**src/rtl/ship_weapon_ctrl_pkg.sv**
```systemverilog
// Shared game definitions: fire-mode encodings, ship angle width and the
// weapon FSM state encoding used by the player controller and the enemies.
package ship_weapon_ctrl_pkg;

  localparam int ANGLE_W = 4;
  // Wide enough for the longest cooldown / invulnerability window.
  localparam int CNT_W   = 26;

  localparam logic [1:0] MODE_NARROW = 2'd0;
  localparam logic [1:0] MODE_WIDE   = 2'd1;
  localparam logic [1:0] MODE_SNIPER = 2'd2;
  localparam logic [1:0] MODE_ULT    = 2'd3;

  typedef enum logic [1:0] {
    ST_IDLE = 2'd0,
    ST_FIRE = 2'd1,
    ST_COOL = 2'd2
  } wstate_e;

  // Only the three user modes rotate; the ultimate is entered by charge spend.
  function automatic logic [1:0] next_user_mode(input logic [1:0] m);
    case (m)
      MODE_NARROW: next_user_mode = MODE_WIDE;
      MODE_WIDE:   next_user_mode = MODE_SNIPER;
      default:     next_user_mode = MODE_NARROW;
    endcase
  endfunction

endpackage

```
**src/rtl/ship_weapon_ctrl_hold_repeat.sv**
```systemverilog
// Edge-plus-autorepeat for one held request: a step on the rising edge, then
// one step every ROT_PERIOD cycles while the request stays high.
module ship_weapon_ctrl_hold_repeat #(
  parameter int ROT_PERIOD = 12500000
) (
  input  logic clk,
  input  logic rst_n,
  input  logic en_i,
  input  logic req_i,
  output logic step_o
);

  localparam int CW = (ROT_PERIOD > 1) ? $clog2(ROT_PERIOD) : 1;

  logic          req_q;
  logic [CW-1:0] cnt_q, cnt_d;

  always_comb begin
    cnt_d  = cnt_q;
    step_o = 1'b0;
    if (en_i) begin
      if (!req_i) begin
        cnt_d = '0;
      end else if (!req_q) begin
        step_o = 1'b1;
        cnt_d  = '0;
      end else if (cnt_q == CW'(ROT_PERIOD - 1)) begin
        step_o = 1'b1;
        cnt_d  = '0;
      end else begin
        cnt_d = cnt_q + 1'b1;
      end
    end
  end

  always_ff @(posedge clk or negedge rst_n) begin
    if (!rst_n) begin
      req_q <= 1'b0;
      cnt_q <= '0;
    end else begin
      req_q <= req_i;
      cnt_q <= cnt_d;
    end
  end

endmodule

```
**src/rtl/ship_weapon_ctrl.sv**
```systemverilog
// Player ship controller: rotation, weapon mode/shot FSM with cooldown, and
// lives / invulnerability / ultimate-charge bookkeeping from enemy events.
module ship_weapon_ctrl
  import ship_weapon_ctrl_pkg::*;
#(
  parameter int ROT_PERIOD    = 12500000,
  parameter int PULSE_LEN     = 4,
  parameter int COOLDOWN_0    = 12500000,
  parameter int COOLDOWN_1    = 6250000,
  parameter int COOLDOWN_2    = 25000000,
  parameter int START_LIVES   = 3,
  parameter int ULT_KILLS     = 8,
  parameter int INVULN_CYCLES = 50000000
) (
  input  logic               clk,
  input  logic               rst_n,
  input  logic               enable,
  input  logic               btn_left,
  input  logic               btn_right,
  input  logic               btn_fire,
  input  logic               btn_mode,
  input  logic               btn_ult,
  input  logic               kill,
  input  logic               collision,
  output logic [ANGLE_W-1:0] ss_angle_state,
  output logic [1:0]         fire_mode,
  output logic               fire,
  output logic [1:0]         lives,
  output logic [1:0]         ult_charges,
  output logic               game_over,
  output logic               invuln
);

  localparam int KW = (ULT_KILLS > 1) ? $clog2(ULT_KILLS) : 1;

  wstate_e            state_q, state_d;
  logic [CNT_W-1:0]   cnt_q, cnt_d;
  logic [CNT_W-1:0]   cool_last;
  logic [1:0]         mode_q, mode_d;
  logic [1:0]         saved_mode_q, saved_mode_d;
  logic               ult_fired_q, ult_fired_d;
  logic [ANGLE_W-1:0] angle_q, angle_d;
  logic [KW-1:0]      kill_cnt_q, kill_cnt_d;
  logic [1:0]         ult_q, ult_d;
  logic [1:0]         lives_q, lives_d;
  logic               game_over_q, game_over_d;
  logic [CNT_W-1:0]   inv_cnt_q, inv_cnt_d;
  logic               mode_prev_q, fire_prev_q, ult_prev_q, coll_prev_q;
  logic               mode_edge, fire_edge, ult_edge, coll_edge;
  logic               run, spend, earn;
  logic               step_left, step_right;

  assign run       = enable & ~game_over_q;
  assign mode_edge = btn_mode  & ~mode_prev_q;
  assign fire_edge = btn_fire  & ~fire_prev_q;
  assign ult_edge  = btn_ult   & ~ult_prev_q;
  assign coll_edge = collision & ~coll_prev_q;

  // Holding both directions cancels both requests rather than picking one.
  ship_weapon_ctrl_hold_repeat #(.ROT_PERIOD(ROT_PERIOD)) u_rep_left (
    .clk    (clk),
    .rst_n  (rst_n),
    .en_i   (run),
    .req_i  (btn_left & ~btn_right),
    .step_o (step_left)
  );

  ship_weapon_ctrl_hold_repeat #(.ROT_PERIOD(ROT_PERIOD)) u_rep_right (
    .clk    (clk),
    .rst_n  (rst_n),
    .en_i   (run),
    .req_i  (btn_right & ~btn_left),
    .step_o (step_right)
  );

  always_comb begin
    case (mode_q)
      MODE_NARROW: cool_last = CNT_W'(COOLDOWN_0 - 1);
      MODE_WIDE:   cool_last = CNT_W'(COOLDOWN_1 - 1);
      default:     cool_last = CNT_W'(COOLDOWN_2 - 1);
    endcase
  end

  always_comb begin
    state_d      = state_q;
    cnt_d        = cnt_q;
    mode_d       = mode_q;
    saved_mode_d = saved_mode_q;
    ult_fired_d  = ult_fired_q;
    spend        = 1'b0;
    if (run) begin
      case (state_q)
        ST_IDLE: begin
          if (ult_edge && ult_q != 2'd0) begin
            saved_mode_d = mode_q;
            mode_d       = MODE_ULT;
            ult_fired_d  = 1'b1;
            spend        = 1'b1;
            state_d      = ST_FIRE;
            cnt_d        = '0;
          end else if (fire_edge) begin
            state_d = ST_FIRE;
            cnt_d   = '0;
          end else if (mode_edge) begin
            mode_d = next_user_mode(mode_q);
          end
        end
        ST_FIRE: begin
          if (cnt_q == CNT_W'(PULSE_LEN - 1)) begin
            state_d = ST_COOL;
            cnt_d   = '0;
          end else begin
            cnt_d = cnt_q + 1'b1;
          end
        end
        ST_COOL: begin
          if (cnt_q == cool_last) begin
            state_d = ST_IDLE;
            cnt_d   = '0;
            if (ult_fired_q) begin
              mode_d      = saved_mode_q;
              ult_fired_d = 1'b0;
            end
          end else begin
            cnt_d = cnt_q + 1'b1;
          end
        end
        default: begin
          state_d = ST_IDLE;
          cnt_d   = '0;
        end
      endcase
    end
  end

  // Enemies sample the angle during the pulse, so steps in FIRE are dropped.
  always_comb begin
    angle_d = angle_q;
    if (run && state_q != ST_FIRE) begin
      if (step_left) begin
        angle_d = angle_q - 1'b1;
      end else if (step_right) begin
        angle_d = angle_q + 1'b1;
      end
    end
  end

  always_comb begin
    kill_cnt_d  = kill_cnt_q;
    ult_d       = ult_q;
    lives_d     = lives_q;
    game_over_d = game_over_q;
    inv_cnt_d   = inv_cnt_q;
    earn        = 1'b0;
    if (run) begin
      if (kill) begin
        // A spend in this cycle frees a slot, so saturation only applies otherwise.
        if (ult_q == 2'd3 && !spend) begin
          kill_cnt_d = '0;
        end else if (kill_cnt_q == KW'(ULT_KILLS - 1)) begin
          kill_cnt_d = '0;
          earn       = 1'b1;
        end else begin
          kill_cnt_d = kill_cnt_q + 1'b1;
        end
      end
      ult_d = ult_q + 2'(earn) - 2'(spend);
      if (inv_cnt_q != '0) begin
        inv_cnt_d = inv_cnt_q - 1'b1;
      end
      if (coll_edge && inv_cnt_q == '0) begin
        lives_d   = lives_q - 1'b1;
        inv_cnt_d = CNT_W'(INVULN_CYCLES);
        if (lives_q == 2'd1) begin
          game_over_d = 1'b1;
        end
      end
    end
  end

  always_ff @(posedge clk or negedge rst_n) begin
    if (!rst_n) begin
      state_q      <= ST_IDLE;
      cnt_q        <= '0;
      mode_q       <= MODE_NARROW;
      saved_mode_q <= MODE_NARROW;
      ult_fired_q  <= 1'b0;
      angle_q      <= '0;
      kill_cnt_q   <= '0;
      ult_q        <= 2'd0;
      lives_q      <= 2'(START_LIVES);
      game_over_q  <= 1'b0;
      inv_cnt_q    <= '0;
      mode_prev_q  <= 1'b0;
      fire_prev_q  <= 1'b0;
      ult_prev_q   <= 1'b0;
      coll_prev_q  <= 1'b0;
    end else begin
      state_q      <= state_d;
      cnt_q        <= cnt_d;
      mode_q       <= mode_d;
      saved_mode_q <= saved_mode_d;
      ult_fired_q  <= ult_fired_d;
      angle_q      <= angle_d;
      kill_cnt_q   <= kill_cnt_d;
      ult_q        <= ult_d;
      lives_q      <= lives_d;
      game_over_q  <= game_over_d;
      inv_cnt_q    <= inv_cnt_d;
      mode_prev_q  <= btn_mode;
      fire_prev_q  <= btn_fire;
      ult_prev_q   <= btn_ult;
      coll_prev_q  <= collision;
    end
  end

  assign ss_angle_state = angle_q;
  assign fire_mode      = mode_q;
  assign fire           = run & (state_q == ST_FIRE);
  assign lives          = lives_q;
  assign ult_charges    = ult_q;
  assign game_over      = game_over_q;
  assign invuln         = (inv_cnt_q != '0);

endmodule
```
**config.mk**
```make
export PLATFORM = sky130hd
export DESIGN_NAME = ship_weapon_ctrl
export DESIGN_NICKNAME = d
export VERILOG_FILES = /design/src/rtl/ship_weapon_ctrl_pkg.sv /design/src/rtl/ship_weapon_ctrl_hold_repeat.sv /design/src/rtl/ship_weapon_ctrl.sv
export SDC_FILE = /design/constraint.sdc
export NUM_CORES = 1
export LEC_CHECK = 0
export BUFFER_PORTS_ARGS = -buffer_cell sky130_fd_sc_hd__buf_4
export CORE_ASPECT_RATIO = 1.25
export CORE_MARGIN = 4
export CORE_UTILIZATION = 49
export DETAILED_ROUTE_END_ITERATION = 8
export PLACE_DENSITY = 0.68
export SETUP_SLACK_MARGIN = 0.5
export SLEW_MARGIN = 15
export SYNTH_ARGS = -nofsm -noshare
export SYNTH_HDL_FRONTEND = slang
export SYNTH_SLANG_ARGS = --single-unit
```
**constraint.sdc**
```tcl
create_clock -name clk -period 2.4 [get_ports clk]
set_clock_uncertainty 0.1 [all_clocks]
set_input_delay 0 -clock clk [delete_from_list [all_inputs] [get_ports clk]]
set_output_delay 0 -clock clk [all_outputs]
set_load 0.03 [all_outputs]
```
# Yosys cells after proc, flatten, opt, wreduce, memory -nomap -nowiden
# Cells that the tools add are included.
[word_totals] regBits=125 out_inout_bits=13 wordCells=133
[op_classes] n_addsub=10 eq_ne=18 mux=48 bitwise=15 reduce_logical=23
[ops] cell="$mux 26" count=6
[ops] cell="$mux 24" count=6
[ops] cell="$pmux 26 s3" count=1
[ops] cell="$pmux 25 s2" count=1
[ops] cell="$add 24x1->24 const B" count=2
[ops] cell="$eq 24x24->1 const B" count=2
[ops] cell="$add 26x1->26 const B" count=1
[ops] cell="$eq 26x2->1 const B" count=1
[ops] cell="$eq 26x26->1" count=1
[ops] cell="$logic_not 26->1" count=1
[ops] cell="$reduce_bool 26->1" count=1
[ops] cell="$sub 26x1->26 const B" count=1
[ops] cell="$mux 2" count=9
[ops] cell="$mux 1" count=17
[ops] cell="$reduce_and 2->1" count=5
[ops] cell="$ne 3x3->1 const B" count=3
[ops] cell="$and 1x1->1" count=8
[ops] cell="$mux 4" count=2
[ops] cell="$ne 2x2->1 const B" count=4
[ops] cell="$pmux 2 s2" count=2
[ops] cell="$reduce_and 4->1" count=2
[ops] cell="$reduce_bool 2->1" count=4
[ops] cell="$not 1->1" count=7
[ops] cell="$eq 2x1->1 const B" count=3
[ops] cell="other kinds (17)" count=24

# Depth between registers and ports, before layout
# Gate-level depths: netlist of run 1.
[depth] ltp_word=13 mapped_depth=12 mapped_depth_nobuf=12

# Modules after synthesis
# From an unflattened synthesis of run 1, not the netlist that was laid out.
[hier_totals] hier_cells=778 hier_area_um2=7169.4
[modules_own_cells] module="ship_weapon_ctrl" instances=1 cells_each=453 area_each_um2=4217.8 seq_area_each_um2=1879.3
[modules_own_cells] module="ship_weapon_ctrl_hold_repeat at u_rep_left" instances=1 cells_each=166 area_each_um2=1520.2 seq_area_each_um2=625.6
[modules_own_cells] module="ship_weapon_ctrl_hold_repeat at u_rep_right" instances=1 cells_each=159 area_each_um2=1431.4 seq_area_each_um2=625.6

# Least setup slack after synthesis of run 1
# No wires, ideal clock.
[synth_timing] path_kind="register to register" start="reg game_over_q (netlist: game_over)" end="reg angle_q[3] (netlist: ss_angle_state[3])" t_arrival_ps=2444 slack_ps=-225 stages_incl_launch_ff=12 n_path_buf=2 period_less_slack_ps=2625 path_cell_list="dfrtp_1 -> nor2b_1 -> clkbuf_1 -> clkbuf_1 -> nand3_1 -> inv_1 -> ha_1 -> a21o_1 -> a21oi_1 -> nand4_1 -> o41ai_1 -> xor2_1"
[synth_via] elab_chain_len=5 elab_cells_between_ends=8
[synth_lines] element="start, declared" line_no="ship_weapon_ctrl.sv:46" rtl="logic game_over_q, game_over_d;"
[synth_lines] element="start signal, assigned" line_no="ship_weapon_ctrl.sv:208" rtl="game_over_q <= game_over_d;"
[synth_lines] element="$not 1->1 *" line_no="ship_weapon_ctrl.sv:53" rtl="assign run = enable & ~game_over_q;"
[synth_lines] element="$and 1x1->1 *" line_no="ship_weapon_ctrl.sv:53"
[synth_lines] element="$mux 1" line_no="ship_weapon_ctrl_hold_repeat.sv:21" rtl="if (en_i) begin"
[synth_lines] element="$reduce_bool 2->1 (no source line)"
[synth_lines] element="$reduce_and 2->1 (no source line)"
[synth_lines] element="end signal, assigned" line_no="ship_weapon_ctrl.sv:204" rtl="angle_q <= angle_d;"
[synth_lines] element="end, declared" line_no="ship_weapon_ctrl.sv:42" rtl="logic [ANGLE_W-1:0] angle_q, angle_d;"
# Every way passes the cells marked *; elsewhere a longest branch is shown, timed or not.
# A chain may end at the register's enable or synchronous reset.

# Final worst setup path of run 1
[layout_timing] start="reg u_rep_left.cnt_q[16]" end="reg angle_q[3] (netlist: ss_angle_state[3])"
[layout_via] elab_chain_len=7 elab_cells_between_ends=8
[layout_lines] element="start, declared" line_no="ship_weapon_ctrl_hold_repeat.sv:16" rtl="logic [CW-1:0] cnt_q, cnt_d;"
[layout_lines] element="start signal, assigned" line_no="ship_weapon_ctrl_hold_repeat.sv:42" rtl="cnt_q <= cnt_d;"
[layout_lines] element="$eq 24x24->1 *" line_no="ship_weapon_ctrl_hold_repeat.sv:27" rtl="end else if (cnt_q == CW'(ROT_PERIOD - 1)) begin"
[layout_lines] element="$mux 1 *" line_no="ship_weapon_ctrl_hold_repeat.sv:27"
[layout_lines] element="$mux 1 *" line_no="ship_weapon_ctrl_hold_repeat.sv:24" rtl="end else if (!req_q) begin"
[layout_lines] element="$mux 1 *" line_no="ship_weapon_ctrl_hold_repeat.sv:22" rtl="if (!req_i) begin"
[layout_lines] element="$mux 1 *" line_no="ship_weapon_ctrl_hold_repeat.sv:21"
[layout_lines] element="$reduce_bool 2->1 (no source line)"
[layout_lines] element="$reduce_and 2->1 (no source line)"
# Marked as above.

==> results of run 1 <==
-- layer usage --
metal / up-vias / track usage, % / share of wire (%)
met3: 67 / 5.01 / 5.0
met1: 3413 / 30.2 / 40
met4: 0 / 10.0 / 2.8
li1: 3079 / - / -
met5: - / 0 / 0
met2: 259 / 42.6 / 52
-- kinds of logic after synthesis --
group,share of synthesized area (%)
fa+ha+maj,3.02
mux,2.46
xor+xnor,5.73
flops,45.5
simple gates,27.0
compound gates,13.1
buf+inv,3.18
-- metrics by stage --
step / worst slack [ps] / TNS (ps) / hold slack, ps / util [%]
floorplan: -7.47 / -7.47 / -396 / -
global placement: 7.84 / 0 / -69.5 / 57.4
detailed placement: -68.2 / -235 / -59.7 / 57.4
CTS: -62.4 / -299 / 2.26 / 69.9
global route: -245 / -2590 / 33.4 / 77.0
finish: -149 / -701 / 24.2 / 77.0
-- power by group through the flow --
stage               clock network [uW]  logic, uW  registers (uW)
finish                            2940       3020            2770
floorplan                            0       1220            2790
detailed placement                   0       2010            2740
global placement                     0       1940            2720
global route                      3040       3220            2810
CTS                               2940       2550            2710
-- synth_stat cells (all sizes together), types with 2 or more instances --
master and count:
o211ai 11, nor2b 15, o41ai 3, nand3b 4, nand2b 9, and2 10, xor2 29, dfrtp 123
and3 14, nand4 21, o2bb2ai 2, clkbuf 28, o31ai 12, a31oi 7, o22ai 5, nand3 38
mux2i 9, nand4b 2, nand2 112, inv 25, o21ai 54, or4 6, or3 7, or2 6
buf 4, a21o 3, nor4 16, nor2 70, and4 6, o311ai 7, dfstp 2, ha 15
o21bai 2, a21oi 20, mux2 7, nor4b 4, a2111oi 2, nor3 27, xnor2 16, a211oi 4
-- sequential cells by signal, indices dropped and copies added, names as in the netlist, 3 cells and up --
name and flops:
ss_angle_state 4, cnt_q 26, u_rep_right.cnt_q 24, kill_cnt_q 3, inv_cnt_q 26, u_rep_left.cnt_q 24
-- worst register-to-register path, stage by stage, from the launching register on --
cell     delay (ps)
dfrtp_1         430
nor4b_2         320
nand4_1         180
o31ai_2         290
nand3_1         150
inv_2           110
ha_4            190
a21o_1          160
a21oi_2         160
nand4_1         130
o41ai_2          80
xor2_1          170
-- worst paths after layout --
kind	from	depth (start not counted)	to	slack [ps]
worst max register to register	u_rep_left.cnt_q[16]	11	ss_angle_state[3]	-150
max in group asynchronous	rst_n	3	lives[1]	1370
worst min register to register	kill_cnt_q[2]	2	kill_cnt_q[2]	390
worst min-delay path	rst_n	2	ult_charges[0]	20
worst max-delay path	u_rep_left.cnt_q[16]	11	ss_angle_state[3]	-150
min in group clk	enable	5	u_rep_left.cnt_q[11]	30
-- timing repair --
action / in CTS / in global routing
gates cloned: 5 / 1
endpoints found under the hold margin: 47 / 0
pin swaps: 57 / 86
resized for setup: 170 / 142
setup endpoints to repair: 115 / 117
setup buffers: 30 / 46
hold buffers: 10 / 0
-- cell type report --
cell class,count,area (sq um)
clock buffer,22,484
fill,817,3180
sequential,125,3150
multi-input combinational,588,4840
timing repair buffer,182,1660
inverter,25,96.3
clock inverter,10,184
tap,175,219
==> results.ini, run 1 <==
[synth]
dominant_synthesized_flop_cell = dfrtp_1
number_of_instances_in_the_synthesized_netlist = 769
ys_warn_count = 0
syn-num-nets = 795
yosys.area.top_type_share_pct = 44.8
flip_flop_and_latch_count_after_synthesis = 125
synthArstFlopShare_pct = 100
synthesis.area_per_instance_sq_um = 8.94
synth_top_cell_by_area = dfrtp_1
synthTopCellsByArea = dfrtp_1 (45%), nand2_1 (6.1%), nor2_1 (3.8%)
synth_enable_flop_cells = 0
ys_types = 57
synth_seq_area_share_pct = 45.5
netlist_area_sq_um = 6880

[worst_setup_path]
critPathKind = flip-flop to flip-flop
cp_cell_sequence = nor4b_2 -> nand4_1 -> o31ai_2 -> nand3_1 -> inv_2 -> ha_4 -> a21o_1 -> a21oi_2 -> nand4_1 -> o41ai_2 -> xor2_1
cpLargestDelayFamily = simple AND/OR/NAND/NOR gates
crit_arrival_ps = 2800
worstSetupStartpointType = flip-flop
worst_path_most_repeated_cell = nand4_1
slowest_delay_ps = 430
worstPathBufferInverterCount = 1
setup.worst_path.end_class = flip-flop
required_ps = 2650
crit_slowest_cell = dfrtp_1
timing.critical_path.fanout_max = 2

[sta]
maxSlewHeadroom_pct = 60.7
finalSetupViolCount = 12
max_freq_ghz = 0.392
hold_violations = 0
worstMarginPinSlew_ps = 590
share_of_the_clock_period_used_by_the_worst_path_pct = 106
rsz0062_at_grt = true
fin_ws_ps = -149
final-max-slew-violation-count = 0
finalCriticalPeriod_ps = 2550

[global_route]
grt_start_max_net_pins = 46
grt_overflow_total = 0
overall_track_demand_over_capacity_in_global_routing_pct = 24.8
number_of_global_route_vias_before_repair = 6695
grt_first_pass_wirelength_um = 32200
initial_antenna_violation_count = 0

[detailed_routing]
via_count = 6818
drt-vias-per-instance = 6.05
drt-pass1-iter-count = 6
wirelength_um = 22500
avgRoutedWirePerCell_um = 19.9
detail_route.iter0.violations = 655
antenna_violating_nets_post_route = 0
drc_errors = 0

[placement]
gpl.final_weighted_congestion = 0.909
detailed_place_hpwl_um = 11900
placement.cell_area_sq_um = 7940
place.port_buffers = 22
numPlacedInstances = 1003

[floorplanning]
die_height_um = 140
die_area_sq_um = 16000
effective_utilization_at_floorplan_pct = 49.8
std_cell_rows = 48
die_w_um = 114
core_region_area_sq_um = 13800
ios = 23

[final_layout]
area_growth_from_synthesis_to_layout_pct = 54.7
most_common_cell_after_layout_fill_and_taps_aside = buf_4
inserted_diodes = 0
finished_layout_cells = 1127
post_route_cells_drive_above_1_share_pct = 45.2
final_nets = 965
most_frequent_cells_in_the_layout = buf_4 (124), dfrtp_1 (110), nand2_1 (102)
final_non_filler_cell_area_sq_um = 10600

[clock_network]
cts-htree-levels = 4
bufs_on_longest_clock_path = 2
clk_root_buffer_cell = clkbuf_16
numClockSinks = 125
clk_transition_reported_paths_ps = 60
clkLatencyLatePin_ps = 430
cts_tree = yes
numCtsBuffers = 17

[power]
power.ir.vdd_worst_uv = 694
power_frac_seq_pct = 31.7
finalPower_uw = 8740
power_density_nw_per_um2 = 822
intPower_uw = 5720
leakagePower_uw = 0.00455
power.net_switching_uw = 3020
pwr-share-comb_pct = 34.6
p_sw_share_pct = 34.6
clkPwrFrac_pct = 33.7

[outcome]
failed_checks = setup timing
status = complete, but fails checks

[hold_path]
worst_hold_path_type = input pin to asynchronous set/reset pin

[run]
drv_cap = 0

(Power assumes the default switching activity.)
==> inputs of run 2 (changes only) <==
--- a/config.mk
+++ b/config.mk
@@ -6,11 +6,13 @@
 export NUM_CORES = 1
 export LEC_CHECK = 0
 export BUFFER_PORTS_ARGS = -buffer_cell sky130_fd_sc_hd__buf_4
+export CAP_MARGIN = 20
 export CORE_ASPECT_RATIO = 1.25
 export CORE_MARGIN = 4
 export CORE_UTILIZATION = 49
 export DETAILED_ROUTE_END_ITERATION = 8
 export PLACE_DENSITY = 0.68
+export REMOVE_ABC_BUFFERS = 1
 export SETUP_SLACK_MARGIN = 0.5
 export SLEW_MARGIN = 15
 export SYNTH_ARGS = -nofsm -noshare
==> results.ini, run 2 (same netlist as run 1, synthesis figures left out) <==
[outcome]
status = complete, but fails checks  ; unchanged
failed_checks = hold timing, setup timing  ; was setup timing

[detailed_routing]
avgRoutedWirePerCell_um = 20.8  ; was 19.9 um
wirelength_um = 24200  ; was 22500 um
drt-pass1-iter-count = 5  ; was 6
via_count = 7235  ; was 6818
drt-vias-per-instance = 6.23  ; was 6.05
drc_errors = 0  ; unchanged
detail_route.iter0.violations = 703  ; was 655
antenna_violating_nets_post_route = 0  ; unchanged

[clock_network]
clk_root_buffer_cell = clkbuf_16  ; unchanged
cts_tree = yes  ; unchanged
clkLatencyLatePin_ps = 430  ; about the same
numCtsBuffers = 17  ; unchanged
cts-htree-levels = 4  ; unchanged
numClockSinks = 125  ; unchanged
clk_transition_reported_paths_ps = 60  ; about the same
bufs_on_longest_clock_path = 2  ; unchanged

[global_route]
number_of_global_route_vias_before_repair = 6942  ; was 6695
grt_start_max_net_pins = 56  ; was 46
grt_overflow_total = 0  ; unchanged
overall_track_demand_over_capacity_in_global_routing_pct = 24.7  ; was 24.8%
grt_first_pass_wirelength_um = 32600  ; was 32200 um
initial_antenna_violation_count = 0  ; unchanged

[run]
drv_cap = 0  ; unchanged

[sta]
finalCriticalPeriod_ps = 2670  ; was 2550 ps
share_of_the_clock_period_used_by_the_worst_path_pct = 111  ; was 106%
fin_ws_ps = -270  ; was -149 ps
maxSlewHeadroom_pct = 59.1  ; was 60.7%
totalNegativeSetupSlack_ps = -3310  ; was -701 ps
rsz0062_at_grt = true  ; unchanged
max_freq_ghz = 0.375  ; was 0.392 GHz
hold_violations = 5  ; was 0
final-max-slew-violation-count = 0  ; unchanged
worstMarginPinSlew_ps = 608  ; was 590 ps
timing.hold.ws_ps = -11.8  ; was 24.2 ps
finalSetupViolCount = 26  ; was 12

[power]
clkPwrFrac_pct = 33.0  ; was 33.7%
p_sw_share_pct = 34.6  ; about the same
power.net_switching_uw = 3140  ; was 3020 uW
intPower_uw = 5930  ; was 5720 uW
power_density_nw_per_um2 = 837  ; was 822 nW/um^2
pwr-share-comb_pct = 36.7  ; was 34.6%
power_frac_seq_pct = 30.3  ; was 31.7%
power.ir.vdd_worst_uv = 882  ; was 694 uV
leakagePower_uw = 0.00477  ; was 0.00455 uW

[worst_setup_path]
regToRegEndpoint = ss_angle_state[3]  ; unchanged
worstSetupStartpointType = flip-flop  ; unchanged
critPathKind = flip-flop to flip-flop  ; unchanged
timing.critical_path.fanout_max = 2  ; unchanged
setup.worst_path.end_class = flip-flop  ; unchanged
r2r.worst_path.cells = 11  ; unchanged
required_ps = 2650  ; about the same
worstReg2RegStart = u_rep_left.cnt_q[14]  ; was u_rep_left.cnt_q[16]
crit_arrival_ps = 2920  ; was 2800 ps
setup.reg_to_reg.worst_slack_ps = -270  ; was -150 ps

[final_layout]
final_core_util_pct = 78.5  ; was 77.0%
area_growth_from_synthesis_to_layout_pct = 57.6  ; was 54.7%
most_frequent_cells_in_the_layout = buf_4 (153), dfrtp_1 (119), nand2_1 (101)  ; was buf_4 (124), dfrtp_1 (110), nand2_1 (102)
number_of_fill_cells_in_the_layout = 754  ; was 817
inserted_diodes = 0  ; unchanged
most_common_cell_after_layout_fill_and_taps_aside = buf_4  ; unchanged
post_route_cells_drive_above_1_share_pct = 46.7  ; was 45.2%
reg.largest.list = cnt_q: 26 flops, inv_cnt_q: 26 flops  ; unchanged
final_nets = 1000  ; was 965

[floorplanning]
die_height_um = 140  ; unchanged
std_cell_rows = 48  ; unchanged
die_area_sq_um = 16000  ; unchanged
die_w_um = 114  ; unchanged
effective_utilization_at_floorplan_pct = 49.8  ; unchanged
core_region_area_sq_um = 13800  ; unchanged
ios = 23  ; unchanged

[placement]
gpl.final_weighted_congestion = 0.860  ; was 0.909
detailed_place_hpwl_um = 11600  ; was 11900 um
place.port_buffers = 22  ; unchanged

[hold_path]
worst_hold_path_type = input pin to asynchronous set/reset pin  ; unchanged

==> run 2: area by class of cell <==
class | count | area [sq um] | share of cell area, %
Clock buffer | 18 | 439 | 4.05
Timing Repair Buffer | 217 | 1940 | 17.9
Clock inverter | 14 | 241 | 2.23
Multi-Input combinational cell | 588 | 4770 | 44.0
Sequential cell | 125 | 3140 | 28.9
Tap cell | 175 | 219 | 2.02
Inverter | 25 | 96.3 | 0.889
==> run 2: critical path, cell delays in order, from the launching register on <==
cell and delay (ps):
dfrtp_1 410, nor4b_2 310, nand4_1 210, o31ai_2 300
nand3_1 160, inv_2 120, ha_4 200, a21o_1 190
a21oi_4 150, nand4_1 140, o41ai_2 90, xor2_1 190
==> run 2: power by group through the flow <==
stage / clock [uW] / combinational, uW / sequential (uW)
floorplan: 0 / 1020 / 2770
global placement: 0 / 1960 / 2670
detailed placement: 0 / 2030 / 2700
CTS: 2990 / 2730 / 2690
global route: 3100 / 3530 / 2780
finish: 2990 / 3330 / 2750
==> run 2: per-layer routing <==
| metal | wire length, um | vias up | part of all wire (%) | global-route usage [%] |
|---|---|---|---|---|
| li1 | - | 3152 | - | - |
| met1 | 9220 | 3603 | 38 | 30.2 |
| met2 | 12500 | 358 | 52 | 42.4 |
| met3 | 1390 | 122 | 5.7 | 4.84 |
| met4 | 1130 | 0 | 4.7 | 10.4 |
| met5 | 0 | - | 0 | 0 |
==> run 2: metrics by stage <==
| step | area (sq um) | std cells | hold WS [ps] | setup slack [ps] | power [uW] |
|---|---|---|---|---|---|
| 6_report | 10800 | 1162 | -11.8 | -270 | 9080 |
| 5_1_grt | 10800 | 1162 | 33.4 | -403 | 9410 |
| 3_3_place_gp | 7990 | 1043 | -105 | -106 | 4630 |
| 4_1_cts | 9770 | 1117 | 1.42 | -59.7 | 8410 |
| 2_1_floorplan | 6750 | 737 | -396 | -400 | 3800 |
| 3_5_place_dp | 7990 | 1043 | -94.4 | -183 | 4730 |
==> run 2: worst max-delay path by stage <==
stage / cells past startpoint / startpoint / endpoint / slack, ps
after floorplan: 6 / u_rep_right.cnt_q[22] / u_rep_right.cnt_q[14] / -400
after global placement: 11 / u_rep_left.cnt_q[16] / ss_angle_state[3] / -110
after detailed placement: 11 / u_rep_left.cnt_q[16] / ss_angle_state[3] / -180
after CTS: 6 / inv_cnt_q[22] / inv_cnt_q[25] / -60
after global routing: 11 / u_rep_left.cnt_q[14] / ss_angle_state[3] / -400
final: 11 / u_rep_left.cnt_q[14] / ss_angle_state[3] / -270
==> run 2: repair_timing <==
item | in CTS | in global routing
hold buffers | 10 | 0
setup buffers | 28 | 44
endpoints found under the setup margin | 114 | 117
gates resized for setup | 203 | 161
pin swaps | 82 | 98
gates cloned | 4 | 1
hold endpoints to repair | 139 | 0
